File: config.mk
export PLATFORM = sky130hd
export DESIGN_NAME = calc_stacks
export DESIGN_NICKNAME = d
export VERILOG_FILES = /design/src/rtl/calc_pkg.sv /design/src/rtl/lifo_stack.sv /design/src/rtl/calc_stacks.sv
export SDC_FILE = /design/constraint.sdc
export NUM_CORES = 1
export LEC_CHECK = 0
export BUFFER_PORTS_ARGS = -buffer_cell sky130_fd_sc_hd__buf_2
export CAP_MARGIN = 20
export CORE_ASPECT_RATIO = 1.1
export CORE_MARGIN = 2
export CORE_UTILIZATION = 40
export CTS_CLUSTER_DIAMETER = 50
export DETAILED_ROUTE_END_ITERATION = 8
export HOLD_SLACK_MARGIN = 0.1
export PLACE_DENSITY = 0.63
export SLEW_MARGIN = 20
export SYNTH_ARGS = -nofsm -noshare
export SYNTH_HDL_FRONTEND = slang
export SYNTH_SLANG_ARGS = --single-unit
File: constraint.sdc
create_clock -name clk -period 3.6 [get_ports clk]
set_input_delay 0.18 -clock clk [delete_from_list [all_inputs] [get_ports clk]]
set_output_delay 0.18 -clock clk [all_outputs]
set_load 0.005 [all_outputs]
File: src/rtl/calc_pkg.sv
// calc_pkg: opcode constants, precedence function and size defaults shared by the calculator stacks
package calc_pkg;
    localparam int DATA_W_DEF = 16;
    localparam int DEPTH_DEF = 8;
    localparam logic [1:0] OP_ADD = 2'b00;
    localparam logic [1:0] OP_SUB = 2'b01;
    localparam logic [1:0] OP_MUL = 2'b10;
    localparam logic [1:0] OP_DIV = 2'b11;
    function automatic logic [1:0] prec(input logic [1:0] op);
        return (op == OP_MUL || op == OP_DIV) ? 2'd2 : 2'd1;
    endfunction
endpackage

File: src/rtl/lifo_stack.sv
// lifo_stack: DEPTH-entry LIFO; push/pop/din in, combinational top (0 when empty), cnt, full, empty, sticky err out
module lifo_stack #(
    parameter int W = 16,
    parameter int DEPTH = 8
) (
    input  logic                   clk,
    input  logic                   rst,
    input  logic                   push,
    input  logic                   pop,
    input  logic [W-1:0]           din,
    output logic [W-1:0]           top,
    output logic [$clog2(DEPTH):0] cnt,
    output logic                   full,
    output logic                   empty,
    output logic                   err
);
    localparam int AW = $clog2(DEPTH);
    localparam int CW = AW + 1;
    logic [W-1:0] mem [DEPTH];
    logic [AW-1:0] ti;
    assign ti = cnt[AW-1:0] - AW'(1);
    assign empty = cnt == '0;
    assign full = cnt == CW'(DEPTH);
    assign top = empty ? '0 : mem[ti];
    always_ff @(posedge clk) begin
        if (rst) begin
            cnt <= '0;
            err <= 1'b0;
        end else if (pop && empty) begin
            err <= 1'b1;
        end else if (push && pop) begin
            mem[ti] <= din;
        end else if (pop) begin
            cnt <= cnt - CW'(1);
        end else if (push && full) begin
            err <= 1'b1;
        end else if (push) begin
            mem[cnt[AW-1:0]] <= din;
            cnt <= cnt + CW'(1);
        end
    end
endmodule

File: src/rtl/calc_stacks.sv
// calc_stacks: operand and operator stacks for an expression evaluator; push/pop/din per stack in, tops, counts, flags, precedence compare and sticky err out
module calc_stacks
    import calc_pkg::*;
#(
    parameter int DATA_W = DATA_W_DEF,
    parameter int DEPTH = DEPTH_DEF
) (
    input  logic                   clk,
    input  logic                   rst,
    input  logic                   operand_push,
    input  logic                   operand_pop,
    input  logic [DATA_W-1:0]      operand_din,
    input  logic                   operator_push,
    input  logic                   operator_pop,
    input  logic [1:0]             operator_din,
    output logic [DATA_W-1:0]      operand_top,
    output logic [1:0]             operator_top,
    output logic                   is_lt,
    output logic                   is_empty,
    output logic                   operand_full,
    output logic                   operator_full,
    output logic [$clog2(DEPTH):0] operand_cnt,
    output logic                   err
);
    logic opd_empty, opd_err, opr_err;
    logic [$clog2(DEPTH):0] opr_cnt;
    logic unused;
    assign unused = ^{opd_empty, opr_cnt};
    lifo_stack #(.W(DATA_W), .DEPTH(DEPTH)) u_operand (
        .clk(clk), .rst(rst), .push(operand_push), .pop(operand_pop), .din(operand_din),
        .top(operand_top), .cnt(operand_cnt), .full(operand_full), .empty(opd_empty), .err(opd_err)
    );
    lifo_stack #(.W(2), .DEPTH(DEPTH)) u_operator (
        .clk(clk), .rst(rst), .push(operator_push), .pop(operator_pop), .din(operator_din),
        .top(operator_top), .cnt(opr_cnt), .full(operator_full), .empty(is_empty), .err(opr_err)
    );
    assign err = opd_err | opr_err;
    assign is_lt = !is_empty && (prec(operator_din) <= prec(operator_top));
endmodule

* Yosys cells after proc, flatten, opt, wreduce, memory -nomap -nowiden
Memory sizes are Yosys's and may differ from the RTL's.
Cells that the tools add are included.
** Storage, ports and cells
- Input bits :: 24
- Flip-flop bits (word level) :: 10
- Latch bits :: 0
- Memories kept :: 2
- ROM bits :: 0
- Bits in writable memories :: 144
** Memories
- u_operand.mem :: depth 8, bits a word 16, read ports 1, clocked after Yosys merged registers in 0, wr ports 1, line lifo_stack.sv:19 : logic [W-1:0] mem [DEPTH];
- u_operator.mem :: depth 8, bits a word 2, read ports 1, clocked after Yosys merged registers in 0, wr ports 1, line lifo_stack.sv:19
** Cells by class
- Multipliers :: 0
- Reductions and logical operators :: 22
- Divide/modulo/power cells :: 0
- Add/sub/neg operators :: 6
- Equality and inequality tests :: 12
- Mux-type cells :: 46
- Shifts and indexed selects :: 0
- $lt $le $gt $ge :: 1
- Bitwise operators :: 5
** Operators with widths (count)
- $mux 1 :: 32
- $mux 16 :: 2
- $mux 4 :: 6
- $reduce_or 16->1 :: 1
- $add 4x1->4 const B :: 2
- $eq 2x2->1 const B :: 4
- $eq 4x4->1 const B :: 2
- $logic_not 4->1 :: 2
- $mux 2 :: 4
- $ne 2x1->1 const B :: 4
- $reduce_and 4->1 :: 2
- $reduce_bool 2->1 :: 4
- $sub 4x1->4 const B :: 2
- $logic_and 1x1->1 :: 7
- $mux 3 :: 2
- $reduce_and 3->1 :: 2
- $sub 3x1->3 const B :: 2
- $ne 2x2->1 const B :: 2
- $not 1->1 :: 4
- $le 2x2->1 :: 1
- $logic_or 1x1->1 :: 2
- $reduce_or 2->1 :: 1
- $logic_not 1->1 :: 1
- $or 1x1->1 :: 1

* Logic depth before layout (Yosys ltp)
Gate-level depths: netlist of run 1.
- Depth in word-level cells :: 10
- Mapped depth :: 9

* Cells and area by module
From an unflattened synthesis of run 1, not the netlist that was laid out.
** Second synthesis, totals
- Cell total of the unflattened synthesis :: 392
- Area, all modules :: 6537.5 um^2
** Modules (own cells, without submodules)
- lifo_stack (u_operand) :: area an instance 5380.2 um^2, times used 1, seq. area each 3943.8 um^2, cells each 290
- lifo_stack (u_operator) :: area an instance 1142.3 um^2, times used 1, seq. area each 580.6 um^2, cells each 99
- calc_stacks :: area an instance 15.0 um^2, times used 1, seq. area each 0.0 um^2, cells each 3

* Least setup slack after synthesis of run 1
No wires, ideal clock.
- Kind :: register to register
- Start point :: reg u_operand.cnt[0]
- End point :: mem u_operand.mem[0][0], enable pin
- Data required time :: 3212 ps
- Stages on the path, launching flop included :: 10
- Setup time :: 388 ps
- Clock period less this slack :: 3097 ps
- Path buffers :: 4
- Data arrival time :: 2708 ps
- Path slack :: 503 ps
- Cell sequence :: dfxtp_1 -> buf_4 -> buf_4 -> inv_1 -> ha_1 -> buf_2 -> clkbuf_1 -> a21boi_0 -> mux2i_1 -> nor2_1
** RTL lines
- start: declaration :: line lifo_stack.sv:12 : output logic [$clog2(DEPTH):0] cnt,
- start signal: assignment :: line lifo_stack.sv:34 : cnt <= cnt - CW'(1);
- start signal: assignment :: line lifo_stack.sv:39 : cnt <= cnt + CW'(1);
- $sub 3x1->3 :: line lifo_stack.sv:21 : assign ti = cnt[AW-1:0] - AW'(1);
- named net u_operand.ti[0] :: line lifo_stack.sv:20 : logic [AW-1:0] ti;
- $mux 3 (no source line)
- end: declaration :: line lifo_stack.sv:19
The timed path passes the listed nets, and every way through them passes these cells.

* Worst setup path after layout of run 1
- Start point :: reg u_operator.cnt[0]
- End point :: out operator_top[0]
** Between the ends
- Cells in the longest elaborated chain, start to end :: 3
** RTL lines
- start: declaration :: line lifo_stack.sv:12
- start signal: assignment :: line lifo_stack.sv:34
- start signal: assignment :: line lifo_stack.sv:39
- $sub 3x1->3 :: line lifo_stack.sv:21
- named net u_operator.ti[0] :: line lifo_stack.sv:20
- $mem_v2 8x2
- $mux 2 :: line lifo_stack.sv:24 : assign top = empty ? '0 : mem[ti];
- end: declaration :: line calc_stacks.sv:17 : output logic [1:0] operator_top,
The timed path passes the listed nets, and every way through them passes these cells.

==> reports/results.env, run 1 <==
RUN_STATUS='completed'
DRT_PASS1_ITERATIONS=4
TRITONCTS_CLOCK_TREE='yes'
FMAX_MHz=350
TRITONCTS_NUM_SINKS=154
FLOORPLAN.INITIALDENSITY_PCT=40.7
SYNTH.CELLS.MOST_FREQUENT='edfxtp_1, mux4_2, nand2_1, nor2_1, a21oi_1'
SYNTHTOLAYOUTAREAGROWTH_PCT=19.2
FP.DIEAREA_MM2=0.0176
NETLIST.TOP_CELL.BY_AREA='edfxtp_1'
GRT_PASS1_WL_MM=20.7
CRIT_TYPE='reg -> out'
TIGHTEST_SLEW_NS=0.740
POST_CTS_BUFFERS=0
ROUTE.DETAILED.WL_PER_INST_UM=18.8
IO_PINS=51
SYNTHTOPCELLSBYAREA='edfxtp_1, mux4_2, dfxtp_1, mux2i_1, nand2_1'
YOSYS_WARNINGS=0
CORE_REGION_AREA_MM2=0.0162
WORSTSETUPENDPOINTTYPE='output port'
HOLD_VIOLATIONS=0
FINISH.CELL_COUNT_WITHOUT_FILLERS=692
SHARE_OF_SYNTHESIZED_FLIP_FLOPS_WITH_AN_ASYNCHRONOUS_SET_OR_RESET_PCT=0
TOTAL_NUMBER_OF_VIAS=3649
ANTENNA_CELLS_INSERTED=0
POSTSYNTHNETCOUNT=428
HOLD_PATH.CLASS='in -> reg'
YS_FF_LATCH=154
CLOCK-ROOT-BUFFER='clkbuf_16'
VDD_IR_DROP_MAX_mV=0.464
WORST_SLEW_SLACK_AS_A_FRACTION_OF_ITS_LIMIT_PCT=50.5
CRITICAL_PATH_PEAK_FANOUT=9
SETUP_REPAIR_AFTER_GLOBAL_ROUTING_MISSED_ITS_MARGIN='false'
YOSYS.CELL_COUNT.TOP_TYPE='edfxtp_1'
ROUTED_WIRELENGTH_MM=13.0
TIMING.FINAL.SETUP_VIOLATIONS=0
GRT_PASS1_VIAS=3819
VIAS_PER_CELL=5.27
STARTPOINT_TYPE='flop'
FP.DIEH_UM=139
SYN_AREA_PER_CELL_UM2=16.7
ROWS=49
PWR_DENSITY_CELL_mW_PER_MM2=823
FIN_CRIT_SHARE_PCT=79.5
INITIAL_ANTENNA_VIOLATION_COUNT=0
GP_ROUTABILITY_CONGESTION=0.794
CTS_MAX_PATH_BUFFERS=2
FINALCOREUTILIZATION_PCT=48.6
GLOBALROUTETOTALUTIL_PCT=15.7
SYNTH-EDFF-COUNT=144
CTS_HOLD_BUFFERS=18
INSERTION_DELAY_NS=0.43
FINALCRITICALPERIOD_NS=2.86
FINALMAXSLEWVIOLATIONS=0
DETAIL_ROUTE.ITER0.VIOLATIONS=273
NETLIST-CELL-TYPE-COUNT=43
FINAL_NET_COUNT=507
CTS_REPAIR_RESIZE_COUNT=0
GRT_START_MAX_NET_PINS=38
POST-PLACE-CELLS=642
DIEWIDTH_UM=127
ANT_NETS=0
SYNTHFLOPTYPE='edfxtp_1'
CTSHTREEMAXLEVEL=4
SYNTHDOMINANTCELLAREASHARE_PCT=65.3
CTS_MADE_BUFFERS=17
BUFFER_PORTS.INSERTED=50
CTS.REPORTEDPATHS.CLKPINSLEW_NS=0.06
FINAL.SETUP.TNS_NS=0
TIMING.MAX_CAP.VIOLATIONS=0
CP_DATA_ARRIVAL_TIME_NS=2.68
WORST_CLOCK_SKEW_NS=0.0114
OVERFLOW=0
DRC=0
DRIVE_ABOVE_1_SHARE_PCT=27.5
DP_HPWL_MM=7.86
P_LEAK_uW=0.00277
WORST_PATH_REQUIRED_NS=3.42
SYN_AREA_MM2=0.00662
YOSYSSEQAREASHARE_PCT=68.4
SYN-INSTANCE-COUNT=396
## power breakdown
| part | total, µW | switching [µW] | internal (µW) |
|---|---|---|---|
| combinational | 2440 | 1330 | 1110 |
| sequential | 2230 | 104 | 2130 |
| clock | 1820 | 764 | 1050 |
## flip-flops by register name, indices dropped and copies added (netlist names)
signal          flops
u_operand.cnt       4
u_operand.err       1
u_operand.mem     128
u_operator.cnt      4
u_operator.err      1
u_operator.mem     16
## metal layers
| metal | vias to the layer above | share of wire, % | wire length, µm | global-route usage (%) |
|---|---|---|---|---|
| met4 | 0 | 0.96 | 125 | 4.45 |
| met3 | 8 | 4.8 | 621 | 4.51 |
| met5 | - | 0 | 0 | 0 |
| li1 | 1702 | - | - | - |
| met2 | 86 | 51 | 6680 | 26.3 |
| met1 | 1853 | 43 | 5590 | 19.9 |
## cells by family (layout without fill, tap and decap cells)
kind of cell,count (synthesis),in the layout,share of synthesized area [%]
adders and majority gates,8,8,1.74
muxes,51,51,14.6
DFF,154,154,68.4
buffers and inverters,30,122,2.61
xor gates and xnor gates,11,11,1.46
AOI/OAI and AO/OA,40,40,3.63
and+or+nand+nor,102,102,7.56
## stage by stage
step                      setup WS, ns  hold slack (ns)  instance area [µm²]  total power, µW
after CTS                        0.721            0.120                 7890             6580
final                            0.739            0.139                 7890             6490
after floorplan                  0.503            0.279                 6620             3960
after global placement            1.09            0.446                 7100             4690
after global routing             0.513            0.141                 7890             6860
after detailed placement          1.02            0.458                 7100             4730
## worst max-delay path: stages (launching register included)
cell and delay, ns:
dfxtp_1 0.62, inv_1 0.22, ha_1 0.46, mux4_2 0.35
nor2b_1 0.15, a311oi_1 0.26, a21oi_1 0.07, buf_2 0.15
## cell usage in the layout, fill, tap and decap left out, types with 3 or more instances in the layout
cell type	Yosys	routed
buf_4	5	13
xnor2_1	6	6
a21oi_1	22	22
ha_1	6	6
buf_2	6	50
dlygate4sd3_1	0	18
o21a_1	3	3
inv_1	8	8
mux4_2	34	34
a21o_1	4	4
clkbuf_16	0	17
nor2_1	33	33
nand2_1	34	34
o21ai_0	4	4
edfxtp_1	144	144
inv_8	0	4
inv_6	0	3
mux2i_1	15	15
dfxtp_1	10	9
nand3b_1	4	4
xor2_1	5	5
nor2b_1	3	3
nor3_1	5	5
nand2b_1	4	4
## worst paths after layout
path / start / endpoint / slack, ns / cells past startpoint
worst min-delay path: rst / u_operand.err / 0.14 / 2
worst max-delay path: u_operator.cnt[0] / operator_top[0] / 0.74 / 7
worst max register to register: u_operator.cnt[0] / u_operator.mem[3][0] / 1.04 / 6
worst min register to register: u_operator.err / u_operator.err / 0.47 / 2
## area by class of cell
cell class	count	area, µm²
repair buffers	82	548
inverters	8	30.0
clock buffers	18	429
clock inverters	14	180
flip-flops and latches	154	4530
well taps	204	255
multi-input cells	212	1920
fillers	1369	8360
No activity file was read; power rests on OpenSTA's default activity.
==> inputs of run 2 (changes only) <==
PLACE_DENSITY = 0.65   (was 0.63)
clock period = 2.6 ns   (was 3.6 ns; I/O delays follow)
==> run 2 against run 1 <==
Worst hold slack better by 0.0035 ns. Register-to-register slack lost 0.80 ns. Sequential share of layout area fell by 0.59 points. Largest cell class unchanged. Clock-buffer cell count shrank 1. Die area is the same. Final cell count grew 0.72%. Cell area grew 1.0%. Critical path type unchanged. Non-clock buffer count is 5 higher.
==> reports/results.env, run 2 (synthesis results as in run 1) <==
RUN_STATUS='completed'
DRT_PASS1_ITERATIONS=4
CP_SLOWEST_STAGE_DELAY_NS=0.40
GRT_PASS1_VIAS=3814
CTS_MAX_PATH_BUFFERS=2
TRITONCTS_NUM_SINKS=154
TRITONCTS_CLOCK_TREE='yes'
DP_HPWL_MM=8.16
ANTENNA_CELLS_INSERTED=0
CLOCK-ROOT-BUFFER='clkbuf_16'
CRIT_START='u_operand.cnt[1]'
FMAX_MHz=412
HOLD_PATH.CLASS='in -> reg'
REG2REG_FROM='u_operand.cnt[1]'
SETUP_REPAIR_AFTER_GLOBAL_ROUTING_MISSED_ITS_MARGIN='false'
INITIAL_ANTENNA_VIOLATION_COUNT=0
POST-PLACE-CELLS=647
GLOBALROUTETOTALUTIL_PCT=15.4
CP.BUFFERS_INVERTERS=3
GRT_PASS1_WL_MM=20.6
ROWS=49
TIMING.FINAL.SETUP_VIOLATIONS=0
PLACE_WS_NS=0.154
TOTAL_NUMBER_OF_VIAS=3651
REGTOREGENDPOINT='u_operand.mem[4][6]'
CTS.REPORTEDPATHS.CLKPINSLEW_NS=0.06
FLOORPLAN.INITIALDENSITY_PCT=40.7
LAYOUT.CELL_AREA.NON_FILLER_MM2=0.00797
WHS_NS=0.142
STARTPOINT_TYPE='flop'
FIN_CRIT_SHARE_PCT=93.2
LAYOUT.CELLS.MOST_COMMON='edfxtp_1'
WORST_CLOCK_SKEW_NS=0.00972
FINALMAXSLEWVIOLATIONS=0
WORST_SLEW_SLACK_AS_A_FRACTION_OF_ITS_LIMIT_PCT=51.7
ANT_NETS=0
TIGHTEST_SLEW_NS=0.725
CORE_REGION_AREA_MM2=0.0162
DIEWIDTH_UM=127
NUMBER_OF_FLIP_FLOPS_UNDER_THE_LARGEST_REGISTER_NAME=128
WORST-R2R-SETUP-SLACK_NS=0.24
LARGESTREGISTERS='u_operand.mem (128), u_operator.mem (16)'
WORST_PATH_DOMINANT_CELL_FAMILY='buffers and inverters'
POST_CTS_BUFFERS=0
CRIT_PATH_END='operand_top[9]'
WORSTSETUPENDPOINTTYPE='output port'
FP.DIEH_UM=139
TIMING.CRITICAL_PATH.DEPTH=7
CRITICAL_PATH_PEAK_FANOUT=33
VDD_IR_DROP_MAX_mV=0.597
WORSTPATHCELLLIST='inv_1 -> ha_1 -> buf_6 -> mux4_2 -> nand2_1 -> a21oi_1 -> buf_2'
BUFFER_PORTS.INSERTED=50
FINAL_NET_COUNT=512
ROUTE.DETAILED.WL_PER_INST_UM=18.4
DRC=0
ROUTED_WIRELENGTH_MM=12.8
GP_ROUTABILITY_CONGESTION=0.828
R2R.WORST_PATH.CELLS=6
FINISH.CELL_COUNT_WITHOUT_FILLERS=697
SYNTHTOLAYOUTAREAGROWTH_PCT=20.5
CTSHTREEMAXLEVEL=4
CTS_MADE_BUFFERS=17
TIMING.MAX_CAP.VIOLATIONS=0
LAYOUT_COMMON_CELLS='edfxtp_1, buf_2, mux4_2, nand2_1, nor2_1'
TIMING.FINAL.WS_SETUP_NS=0.176
HOLD_VIOLATIONS=0
INSERTION_DELAY_NS=0.42
PWR_DENSITY_CELL_mW_PER_MM2=1140
OVERFLOW=0
MAX_FLOP_REGISTER='u_operand.mem'
CP_DATA_ARRIVAL_TIME_NS=2.29
WORST_PATH_REQUIRED_NS=2.47
IO_PINS=51
VIAS_PER_CELL=5.24
TOTALPOWERFINAL_uW=9070
GRT_START_MAX_NET_PINS=38
P_LEAK_uW=0.00281
POSTPLACECELLAREA_MM2=0.00718
DETAIL_ROUTE.ITER0.VIOLATIONS=222
FP.DIEAREA_MM2=0.0176
DRIVE_ABOVE_1_SHARE_PCT=30.0
CRIT_TYPE='reg -> out'
SLOWEST_STAGE='dfxtp_1'
FINALCRITICALPERIOD_NS=2.42
## run 2: cell count changes in the layout (fill, tap and decap cells not counted), moves of 2 or more
cell | before | now
nor2_4 | 0 | 4
nor2_2 | 0 | 4
nor2_1 | 33 | 25
clkinv_2 | 0 | 3
inv_8 | 4 | 1
clkinv_4 | 2 | 0
buf_4 | 13 | 17
inv_6 | 3 | 7
## run 2: worst min-delay path, cell delays in order
cell and delay (ns):
buf_2 0.13, nand3b_1 0.08, a21oi_1 0.06, nor2_1 0.08, nor2_1 0.04
## run 2: area by class of cell
type	count	area, µm²
inverters	8	30.0
repair buffers	87	589
clock buffers	17	425
multi-input cells	212	1960
well taps	204	255
clock inverters	15	185
fillers	1337	8280
flip-flops and latches	154	4530
## run 2: repair_timing
action,CTS,global route
resized for setup,0,2
endpoints found under the setup margin,0,30
hold endpoints to repair,144,0
hold buffers,18,0
## run 2: worst min path at each step
stage | slack, ns | start | end | cells past startpoint
floorplan | 0.23 | operand_din[0] | u_operand.mem[0][0] | 0
global placement | 0.40 | operand_din[9] | u_operand.mem[3][9] | 1
detailed placement | 0.42 | operand_din[9] | u_operand.mem[0][9] | 1
CTS | 0.14 | operand_push | u_operand.err | 5
global route | 0.17 | rst | u_operand.cnt[0] | 3
finish | 0.14 | operand_push | u_operand.err | 5
## run 2: per-stage QoR
stage               setup TNS (ns)  utilization (%)
floorplan                    -3.65                -
global placement                 0             44.2
detailed placement               0             44.2
CTS                              0             49.0
global route                     0             49.1
finish                           0             49.1
## run 2: layer usage
metal  share of wire [%]  global-route usage (%)  vias up
met2                  52                    26.1       88
met1                  43                    19.6     1842
met5                   0                       0        -
met3                 4.1                    4.05       10
li1                    -                       -     1711
met4                0.90                    3.99        0
## run 2: power breakdown
part / switching [µW] / leakage, µW / internal (µW) / total [µW]
Sequential: 117 / 0.00138 / 2950 / 3070
Combinational: 1890 / 0.00113 / 1590 / 3470
Clock: 1000 / 0.000302 / 1530 / 2540
Total: 3010 / 0.00281 / 6070 / 9070
